==> src/rtl/fetch_pkg.sv <==
// Shared constants and helpers for the instruction fetch stage.
package fetch_pkg;

  localparam int unsigned DEF_AWIDTH = 32;
  localparam int unsigned DEF_DWIDTH = 32;
  localparam int unsigned DEF_DEPTH  = 2;

  localparam logic [31:0] RESET_PC   = 32'h0100_0000;
  localparam int unsigned INSN_BYTES = 4;

  // Counters must hold 0..depth inclusive.
  function automatic int unsigned cnt_width(input int unsigned depth);
    return $clog2(depth + 1);
  endfunction

endpackage

==> src/rtl/fetch_if.sv <==
// Fetch-stage bus: instruction-memory request/response, redirect input and decode handshake.
interface fetch_if
  import fetch_pkg::*;
#(
  parameter int AWIDTH = DEF_AWIDTH,
  parameter int DWIDTH = DEF_DWIDTH
);

  logic              imem_req_valid_o;
  logic              imem_req_ready_i;
  logic [AWIDTH-1:0] imem_addr_o;
  logic              imem_rsp_valid_i;
  logic [DWIDTH-1:0] imem_rdata_i;
  logic              redirect_i;
  logic [AWIDTH-1:0] redirect_pc_i;
  logic              valid_o;
  logic              ready_i;
  logic [AWIDTH-1:0] pc_o;
  logic [DWIDTH-1:0] insn_o;

  modport master (
    output imem_req_valid_o, imem_addr_o, valid_o, pc_o, insn_o,
    input  imem_req_ready_i, imem_rsp_valid_i, imem_rdata_i,
           redirect_i, redirect_pc_i, ready_i
  );

  modport slave (
    input  imem_req_valid_o, imem_addr_o, valid_o, pc_o, insn_o,
    output imem_req_ready_i, imem_rsp_valid_i, imem_rdata_i,
           redirect_i, redirect_pc_i, ready_i
  );

endinterface

==> src/rtl/fetch_fifo.sv <==
// Small in-order circular queue holding {pc, insn} pairs; flush beats push/pop.
module fetch_fifo
  import fetch_pkg::*;
#(
  parameter int WIDTH = DEF_AWIDTH + DEF_DWIDTH,
  parameter int DEPTH = DEF_DEPTH
) (
  input  logic                       clk,
  input  logic                       rst,
  input  logic                       push,
  input  logic                       pop,
  input  logic                       flush,
  input  logic [WIDTH-1:0]           din,
  output logic [$clog2(DEPTH+1)-1:0] count,
  output logic [WIDTH-1:0]           head
);

  localparam int CW = $clog2(DEPTH + 1);
  localparam int PW = (DEPTH > 1) ? $clog2(DEPTH) : 1;

  logic [WIDTH-1:0] mem [DEPTH];
  logic [PW-1:0]    wr_ptr, rd_ptr;

  function automatic logic [PW-1:0] nxt(input logic [PW-1:0] p);
    return (p == PW'(DEPTH - 1)) ? '0 : p + PW'(1);
  endfunction

  // NOTE: storage is deliberately not reset; the pointers and count define which slots are live.
  always_ff @(posedge clk) begin
    if (push && !flush) mem[wr_ptr] <= din;
  end

  // NOTE: sequential state uses non-blocking assignments so every register samples pre-edge values.
  always_ff @(posedge clk or posedge rst) begin
    if (rst) begin
      wr_ptr <= '0;
      rd_ptr <= '0;
      count  <= '0;
    end else if (flush) begin
      wr_ptr <= '0;
      rd_ptr <= '0;
      count  <= '0;
    end else begin
      if (push) wr_ptr <= nxt(wr_ptr);
      if (pop)  rd_ptr <= nxt(rd_ptr);
      count <= count + CW'(push) - CW'(pop);
    end
  end

  assign head = mem[rd_ptr];

endmodule

==> src/rtl/fetch.sv <==
// Instruction fetch stage: owns the fetch PC, issues credit-limited word requests,
// queues in-order responses for decode and drops stale responses after a redirect.
module fetch
  import fetch_pkg::*;
#(
  parameter int              AWIDTH    = DEF_AWIDTH,
  parameter int              DWIDTH    = DEF_DWIDTH,
  parameter logic [AWIDTH-1:0] BASE_ADDR = AWIDTH'(RESET_PC),
  parameter int              DEPTH     = DEF_DEPTH
) (
  input logic    clk,
  input logic    rst,
  fetch_if.master bus
);

  localparam int          CW   = cnt_width(DEPTH);
  localparam int          EW   = AWIDTH + DWIDTH;
  localparam [AWIDTH-1:0] STEP = AWIDTH'(INSN_BYTES);

  logic [AWIDTH-1:0] fetch_pc, rsp_pc, target;
  logic [CW-1:0]     out_cnt, drop_cnt, count, rsp_in;
  logic [CW:0]       in_use;
  logic [EW-1:0]     head, last_q, shown;
  logic              credit_ok, issue, rsp_keep, rsp_drop, pop;
  logic              unused_low_bits;

  assign target          = {bus.redirect_pc_i[AWIDTH-1:2], 2'b00};
  assign unused_low_bits = ^bus.redirect_pc_i[1:0];

  // Outstanding requests plus queued entries may never exceed the queue size,
  // so every response is guaranteed a free slot.
  assign in_use    = {1'b0, out_cnt} + {1'b0, count};
  assign credit_ok = in_use < (CW+1)'(DEPTH);

  assign bus.imem_req_valid_o = !rst && !bus.redirect_i && credit_ok;
  assign bus.imem_addr_o      = fetch_pc;
  assign issue                = bus.imem_req_valid_o && bus.imem_req_ready_i;

  assign rsp_in   = CW'(bus.imem_rsp_valid_i);
  assign rsp_keep = bus.imem_rsp_valid_i && (drop_cnt == '0) && !bus.redirect_i;
  assign rsp_drop = bus.imem_rsp_valid_i && (drop_cnt != '0) && !bus.redirect_i;
  assign pop      = (count != '0) && bus.ready_i && !bus.redirect_i;

  always_ff @(posedge clk or posedge rst) begin
    if (rst) begin
      fetch_pc <= BASE_ADDR;
      rsp_pc   <= BASE_ADDR;
      out_cnt  <= '0;
      drop_cnt <= '0;
    end else if (bus.redirect_i) begin
      // Everything still in flight (minus a response landing now) becomes stale.
      fetch_pc <= target;
      rsp_pc   <= target;
      out_cnt  <= out_cnt - rsp_in;
      drop_cnt <= out_cnt - rsp_in;
    end else begin
      if (issue)    fetch_pc <= fetch_pc + STEP;
      if (rsp_keep) rsp_pc   <= rsp_pc + STEP;
      out_cnt <= out_cnt + CW'(issue) - rsp_in;
      if (rsp_drop) drop_cnt <= drop_cnt - CW'(1);
    end
  end

  fetch_fifo #(
    .WIDTH (EW),
    .DEPTH (DEPTH)
  ) u_fifo (
    .clk   (clk),
    .rst   (rst),
    .push  (rsp_keep),
    .pop   (pop),
    .flush (bus.redirect_i),
    .din   ({rsp_pc, bus.imem_rdata_i}),
    .count (count),
    .head  (head)
  );

  // Remembers the last presented entry so pc_o/insn_o hold steady while empty.
  always_ff @(posedge clk or posedge rst) begin
    if (rst)                last_q <= {BASE_ADDR, DWIDTH'(0)};
    else if (count != '0)   last_q <= head;
  end

  assign shown      = (count != '0) ? head : last_q;
  assign bus.valid_o = (count != '0);
  assign bus.pc_o    = shown[EW-1:DWIDTH];
  assign bus.insn_o  = shown[DWIDTH-1:0];

  a_no_overflow : assert property (@(posedge clk) disable iff (rst)
    rsp_keep |-> (count != CW'(DEPTH)));

  a_rsp_expected : assert property (@(posedge clk) disable iff (rst)
    bus.imem_rsp_valid_i |-> (out_cnt != '0));

endmodule

==> src/flat_wrapper.sv <==
// flat-port wrapper written by rule: the top's interface ports become plain ports
module fetch_flat import fetch_pkg::*;
#(
  parameter int              AWIDTH    = DEF_AWIDTH,
  parameter int              DWIDTH    = DEF_DWIDTH,
  parameter logic [AWIDTH-1:0] BASE_ADDR = AWIDTH'(RESET_PC),
  parameter int              DEPTH     = DEF_DEPTH
)
  (clk, rst, bus_imem_req_valid_o, bus_imem_addr_o, bus_valid_o, bus_pc_o, bus_insn_o, bus_imem_req_ready_i, bus_imem_rsp_valid_i, bus_imem_rdata_i, bus_redirect_i, bus_redirect_pc_i, bus_ready_i);
  fetch_if #(.AWIDTH(AWIDTH), .DWIDTH(DWIDTH)) bus_i ();
  input logic clk;
  input logic rst;
  output wire logic [$bits(bus_i.imem_req_valid_o)-1:0] bus_imem_req_valid_o;
  output wire logic [$bits(bus_i.imem_addr_o)-1:0] bus_imem_addr_o;
  output wire logic [$bits(bus_i.valid_o)-1:0] bus_valid_o;
  output wire logic [$bits(bus_i.pc_o)-1:0] bus_pc_o;
  output wire logic [$bits(bus_i.insn_o)-1:0] bus_insn_o;
  input wire logic [$bits(bus_i.imem_req_ready_i)-1:0] bus_imem_req_ready_i;
  input wire logic [$bits(bus_i.imem_rsp_valid_i)-1:0] bus_imem_rsp_valid_i;
  input wire logic [$bits(bus_i.imem_rdata_i)-1:0] bus_imem_rdata_i;
  input wire logic [$bits(bus_i.redirect_i)-1:0] bus_redirect_i;
  input wire logic [$bits(bus_i.redirect_pc_i)-1:0] bus_redirect_pc_i;
  input wire logic [$bits(bus_i.ready_i)-1:0] bus_ready_i;
  assign bus_imem_req_valid_o = bus_i.imem_req_valid_o;
  assign bus_imem_addr_o = bus_i.imem_addr_o;
  assign bus_valid_o = bus_i.valid_o;
  assign bus_pc_o = bus_i.pc_o;
  assign bus_insn_o = bus_i.insn_o;
  assign bus_i.imem_req_ready_i = bus_imem_req_ready_i;
  assign bus_i.imem_rsp_valid_i = bus_imem_rsp_valid_i;
  assign bus_i.imem_rdata_i = bus_imem_rdata_i;
  assign bus_i.redirect_i = bus_redirect_i;
  assign bus_i.redirect_pc_i = bus_redirect_pc_i;
  assign bus_i.ready_i = bus_ready_i;
  fetch #(.AWIDTH(AWIDTH), .DWIDTH(DWIDTH), .BASE_ADDR(BASE_ADDR), .DEPTH(DEPTH)) u_core (.clk(clk), .rst(rst), .bus(bus_i));
endmodule
==> config.mk <==
export PLATFORM = sky130hd
export DESIGN_NAME = fetch_flat
export DESIGN_NICKNAME = d
export VERILOG_FILES = /design/src/rtl/fetch_pkg.sv /design/src/rtl/fetch_if.sv /design/src/rtl/fetch_fifo.sv /design/src/rtl/fetch.sv /design/src/flat_wrapper.sv
export SDC_FILE = /design/constraint.sdc
export NUM_CORES = 1
export LEC_CHECK = 0
export ABC_AREA = 1
export CAP_MARGIN = 20
export CELL_PAD_IN_SITES_DETAIL_PLACEMENT = 0
export CELL_PAD_IN_SITES_GLOBAL_PLACEMENT = 1
export CORE_MARGIN = 2
export CORE_UTILIZATION = 45
export DETAILED_ROUTE_END_ITERATION = 12
export HOLD_SLACK_MARGIN = 0.05
export PLACE_DENSITY = 0.95
export SLEW_MARGIN = 15
export SYNTH_ARGS = -nofsm -noshare
export SYNTH_HDL_FRONTEND = slang
export SYNTH_SLANG_ARGS = --single-unit
==> constraint.sdc <==
create_clock -name clk -period 13.95 [get_ports clk]
set_input_delay 2.79 -clock clk [delete_from_list [all_inputs] [get_ports clk]]
set_output_delay 2.79 -clock clk [all_outputs]
set_load 0.03 [all_outputs]
**Yosys cells after proc, flatten, opt, wreduce, memory -nomap -nowiden**

Memory sizes are Yosys's and may differ from the RTL's.
Cells that the tools add are included.

- Flip-flop bits (word level): 136
- Bits in writable memories: 128
- Input port bits: 70
- Output and inout bits: 98
- Logic and storage cells: 57
- Memories: 1

Memory list:

| name | depth | width | read ports | clocked after Yosys merged registers in | wr ports | line | source |
|---|---|---|---|---|---|---|---|
| u_core.u_fifo.mem | 2 | 64 | 1 | 0 | 1 | fetch_fifo.sv:21 | `logic [WIDTH-1:0] mem [DEPTH];` |

- Add/subtract/negate cells: 11
- Order comparisons: 1
- Mux-type cells: 17
- Reductions and logical operators: 19

Operators with widths:

| operator | count |
|---|---|
| $mux 32 | 4 |
| $add 32x3->32 const B | 2 |
| $mux 64 | 1 |
| $reduce_bool 2->1 | 6 |
| $logic_and 1x1->1 | 10 |
| $mux 1 | 8 |
| $mux 2 | 4 |
| $sub 2x1->2 | 3 |
| $add 2x1->2 | 2 |
| $add 2x2->3 | 1 |
| $lt 3x2->1 const B | 1 |
| $add 1x1->1 const B | 2 |
| $logic_not 1->1 | 2 |
| $logic_not 2->1 | 1 |
| $sub 2x1->2 const B | 1 |

**Depth between registers and ports, before layout**

- Depth after elaboration: 7
- Gate-level depth with buffers: 11
- Depth with buffers taken out: 11

**By module**

Synthesis repeated with hierarchy kept, for this count alone.

- Cells, all modules: 1179
- Area, all modules: 11945.2 µm²

By module, submodules not included:

| module | times used | cells each | area an instance (µm²) | sequential area each (µm²) |
|---|---|---|---|---|
| fetch | 1 | 952 | 6956.7 | 3206.8 |
| fetch_fifo | 1 | 227 | 4988.5 | 3943.8 |

**Least setup slack after synthesis**

No wires, ideal clock.

- Path kind: input port to output port
- Start point: in rst
- End point: out bus_imem_req_valid_o
- Arrival: 6.043 ns
- Data required time: 11.160 ns
- Slack: 5.117 ns
- Stages on the path: 3
- Buffers on the path: 0
- Path through: inv_1 > nand3_1 > inv_1

- Cells in the longest elaborated chain, start to end: 3

Ends and longest elaborated chain:

| element | line | source |
|---|---|---|
| start, declared | flat_wrapper.sv:12 | `input logic rst;` |
| $logic_not 1->1 | fetch.sv:35 | `assign bus.imem_req_valid_o = !rst && !bus.redirect_i && credit_ok;` |
| $logic_and 1x1->1 (2 in a row) | fetch.sv:35 |  |
| end, declared | flat_wrapper.sv:13 | `output wire logic [$bits(bus_i.imem_req_valid_o)-1:0] bus_imem_req_valid_o;` |

Every way passes these cells.

**Worst setup path in the final report**

Same ends and word-level chain as after synthesis.

==> metrics.md <==
| Metric | Value |
|---|---|
| Synth top area share | `32.80%` |
| Crit end category | `output pin` |
| Clock slew at reported path FFs | `0.05 ns` |
| Pre-antenna DRT Iters | `5` |
| Post-DP HPWL | `18830 um` |
| Core ar. | `24960 sq um` |
| Total congestion overflow | `0` |
| Arrival @ worst endpoint | `4.62 ns` |
| Hold WC Path Type | `reg -> reg` |
| Share of flip-flops with an asynchronous set or reset | `51.56%` |
| Setup violations, final | `0` |
| Synth Instances | `1198` |
| Fmax | `134.9 MHz` |
| CP Data Required Time | `11.16 ns` |
| Crit path kind | `in -> out` |
| Pin count of the biggest net entering global routing | `70` |
| Total GRT Usage | `21.67%` |
| Die Height | `162.8 um` |
| Starting DRT DRC Count | `795` |
| Setup bufs post-CTS | `0` |
| RSZ-0062 raised after global routing | `no` |
| Routability Congestion | `0.8583` |
| Max_cap viols | `0` |
| Worst Path Max Fanout | `66` |
| Number of synthesized flops with an enable pin | `124` |
| Vias in the first global route | `8703` |
| Wire length per cell | `16.86 um` |
| Final Hold Fails | `0` |
| Most frequent cells in the layout | `nand2_1, clkdlybuf4s50_1, a21oi_1` |
| Worst-case clock buffer depth | `3` |
| Global-route wire length before repair | `45750 um` |
| Outcome | `completed` |
| Ant. Diodes | `0` |
| Clock Sinks | `256` |
| Crit path time final | `7.412 ns` |
| CP Launch Point | `rst` |
| Worst-Margin Slew | `1.011 ns` |
| Routed Antenna Nets | `0` |
| Worst slew margin | `32.52%` |
| Hold path start | `u_core.last_q[33]` |
| Syn avg cell area | `9.477 sq um` |
| Final setup margin | `6.538 ns` |
| Initial antenna violation count | `0` |
| Number of synthesized register bits | `256` |
| Yosys cell types | `35` |
| Main area contributors after synthesis | `edfxtp_1, dfrtp_1, nand2_1, a21oi_1, nor2_1` |
| Max-slew violations | `0` |
| Layout Nets | `1435` |
| Share of cells above drive strength 1 | `6.536%` |
| Seq/Total Area, Yosys | `61.92%` |
| Final core occ | `56.73%` |
| R2R Path Start | `u_core.drop_cnt[0]` |
| Worst slack, placed | `6.462 ns` |
| Post-cts sizing count | `0` |
| Area leader, netlist | `edfxtp_1` |
| Clock root buffer master | `clkbuf_16` |
| Buffers on Ports | `163` |
| TritonCTS clock tree | `built` |
| Hold_buf cts | `0` |
| Skew final | `0.01085 ns` |
| DRC | `0` |
| Pwr dens | `200.7 nW/um^2` |
| Starting Density | `45.48%` |
| Synthesis-to-finish area growth | `24.74%` |
| Fin Setup TNS | `0 ns` |
| Routed WL | `28770 um` |
| Worst IR drop on VDD | `0.1463 mV` |
| FP Rows | `58` |
| Commonest non-fill, non-tap cell in the layout | `nand2_1` |
| Yosys warns | `0` |
| Die area | `26520 sq um` |
| Period utilisation layout | `53.13%` |
| Die Width | `162.8 um` |
| Main flop type after synthesis | `dfrtp_1` |
| Leak | `5.995 nW` |
| H-tree depth | `1` |
| Worst skew pair latency | `0.53 ns` |
| # fillers | `2119` |
| TritonCTS buffer count | `27` |
| Vias | `8799` |
| I/O pins | `168` |
| Drt via density | `5.155` |
| Setup crit start kind | `input port` |
| Mapped Area | `11350 sq um` |
[routing by layer]
metal	routed length, um	vias to the layer above	track usage, %
met5	0	-	0
met4	544	0	5.310
met3	2091	47	3.310
met2	13270	341	35.00
met1	12870	4181	30.92
li1	-	4230	-
[synth_stat cells (2+ instances only)]
cell        n
a21oi_1   134
a31oi_1     2
buf_2      20
buf_4       2
clkbuf_1   19
dfrtp_1   129
dfstp_2     3
edfxtp_1  124
ha_1        7
inv_1     107
inv_2       4
nand2_1   337
nand2_2     5
nand3_1    48
nand3_2     2
nand4_1     6
nor2_1    126
nor2_2     15
nor2_4      8
nor3_1      5
o211ai_1   11
o21ai_0    35
o21bai_1   13
o311ai_0    2
xnor2_1     6
xor2_1     19
[path summary, 6_finish.rpt]
check / to / slack (ns) / cells past startpoint
setup / recovery: bus_imem_req_valid_o / 6.54 / 5
hold / removal: u_core.last_q[33] / 0.49 / 2
setup reg to reg: u_core.u_fifo.mem[0][7] / 10.77 / 7
hold reg to reg: u_core.last_q[33] / 0.49 / 2
max in group asynchronous: u_core.last_q[32] / 9.78 / 3
min in group asynchronous: u_core.last_q[35] / 2.72 / 2
[cells by family after synthesis]
logic type / share of synthesized area (%)
fa+ha+maj: 0.9477
other cells: 0.03303
simple gates: 20.44
flops: 61.92
buf+inv: 5.378
xor+xnor: 1.929
compound gates: 9.345
[final cells by class]
type,count,area (sq um),area share (%)
Sequential cell,256,7032,49.65
Multi-Input combinational cell,789,3739,26.40
Timing Repair Buffer,171,1692,11.94
Clock buffer,41,768.2,5.425
Inverter,112,425.4,3.004
Tap cell,330,412.9,2.915
Clock inverter,8,93.84,0.6626
[critical path, stage by stage]
cell and delay [ns]:
clkdlybuf4s50_1 0.47, inv_6 0.46, nand3_1 0.14, inv_1 0.08
clkdlybuf4s50_1 0.66
[sequential cells by signal, indices dropped and copies added (netlist names)]
name / count
u_core.u_fifo.mem: 124
u_core.rsp_pc: 30
u_core.last_q: 64
u_core.u_fifo.wr_ptr: 1
u_core.u_fifo.count: 2
u_core.out_cnt: 2
u_core.u_fifo.rd_ptr: 1
u_core.bus.imem_addr_o: 30
u_core.drop_cnt: 2
[per-stage QoR]
step	instances	cell area, sq um	total power [mW]	hold WS [ns]
floorplan	1199	11360	1.709	0.4641
global placement	1658	13300	2.124	0.4774
detailed placement	1658	13300	2.154	0.4819
CTS	1707	14160	2.863	0.4909
global route	1707	14160	2.988	0.5214
finish	1707	14160	2.842	0.4854
[report_power, final]
part,internal (mW),switching (mW),leakage (nW)
Combinational,0.389,0.697,2.92
Sequential,0.964,0.0959,2.66
Clock,0.415,0.282,0.415
Total,1.77,1.07,5.99
(Power assumes the default switching activity.)
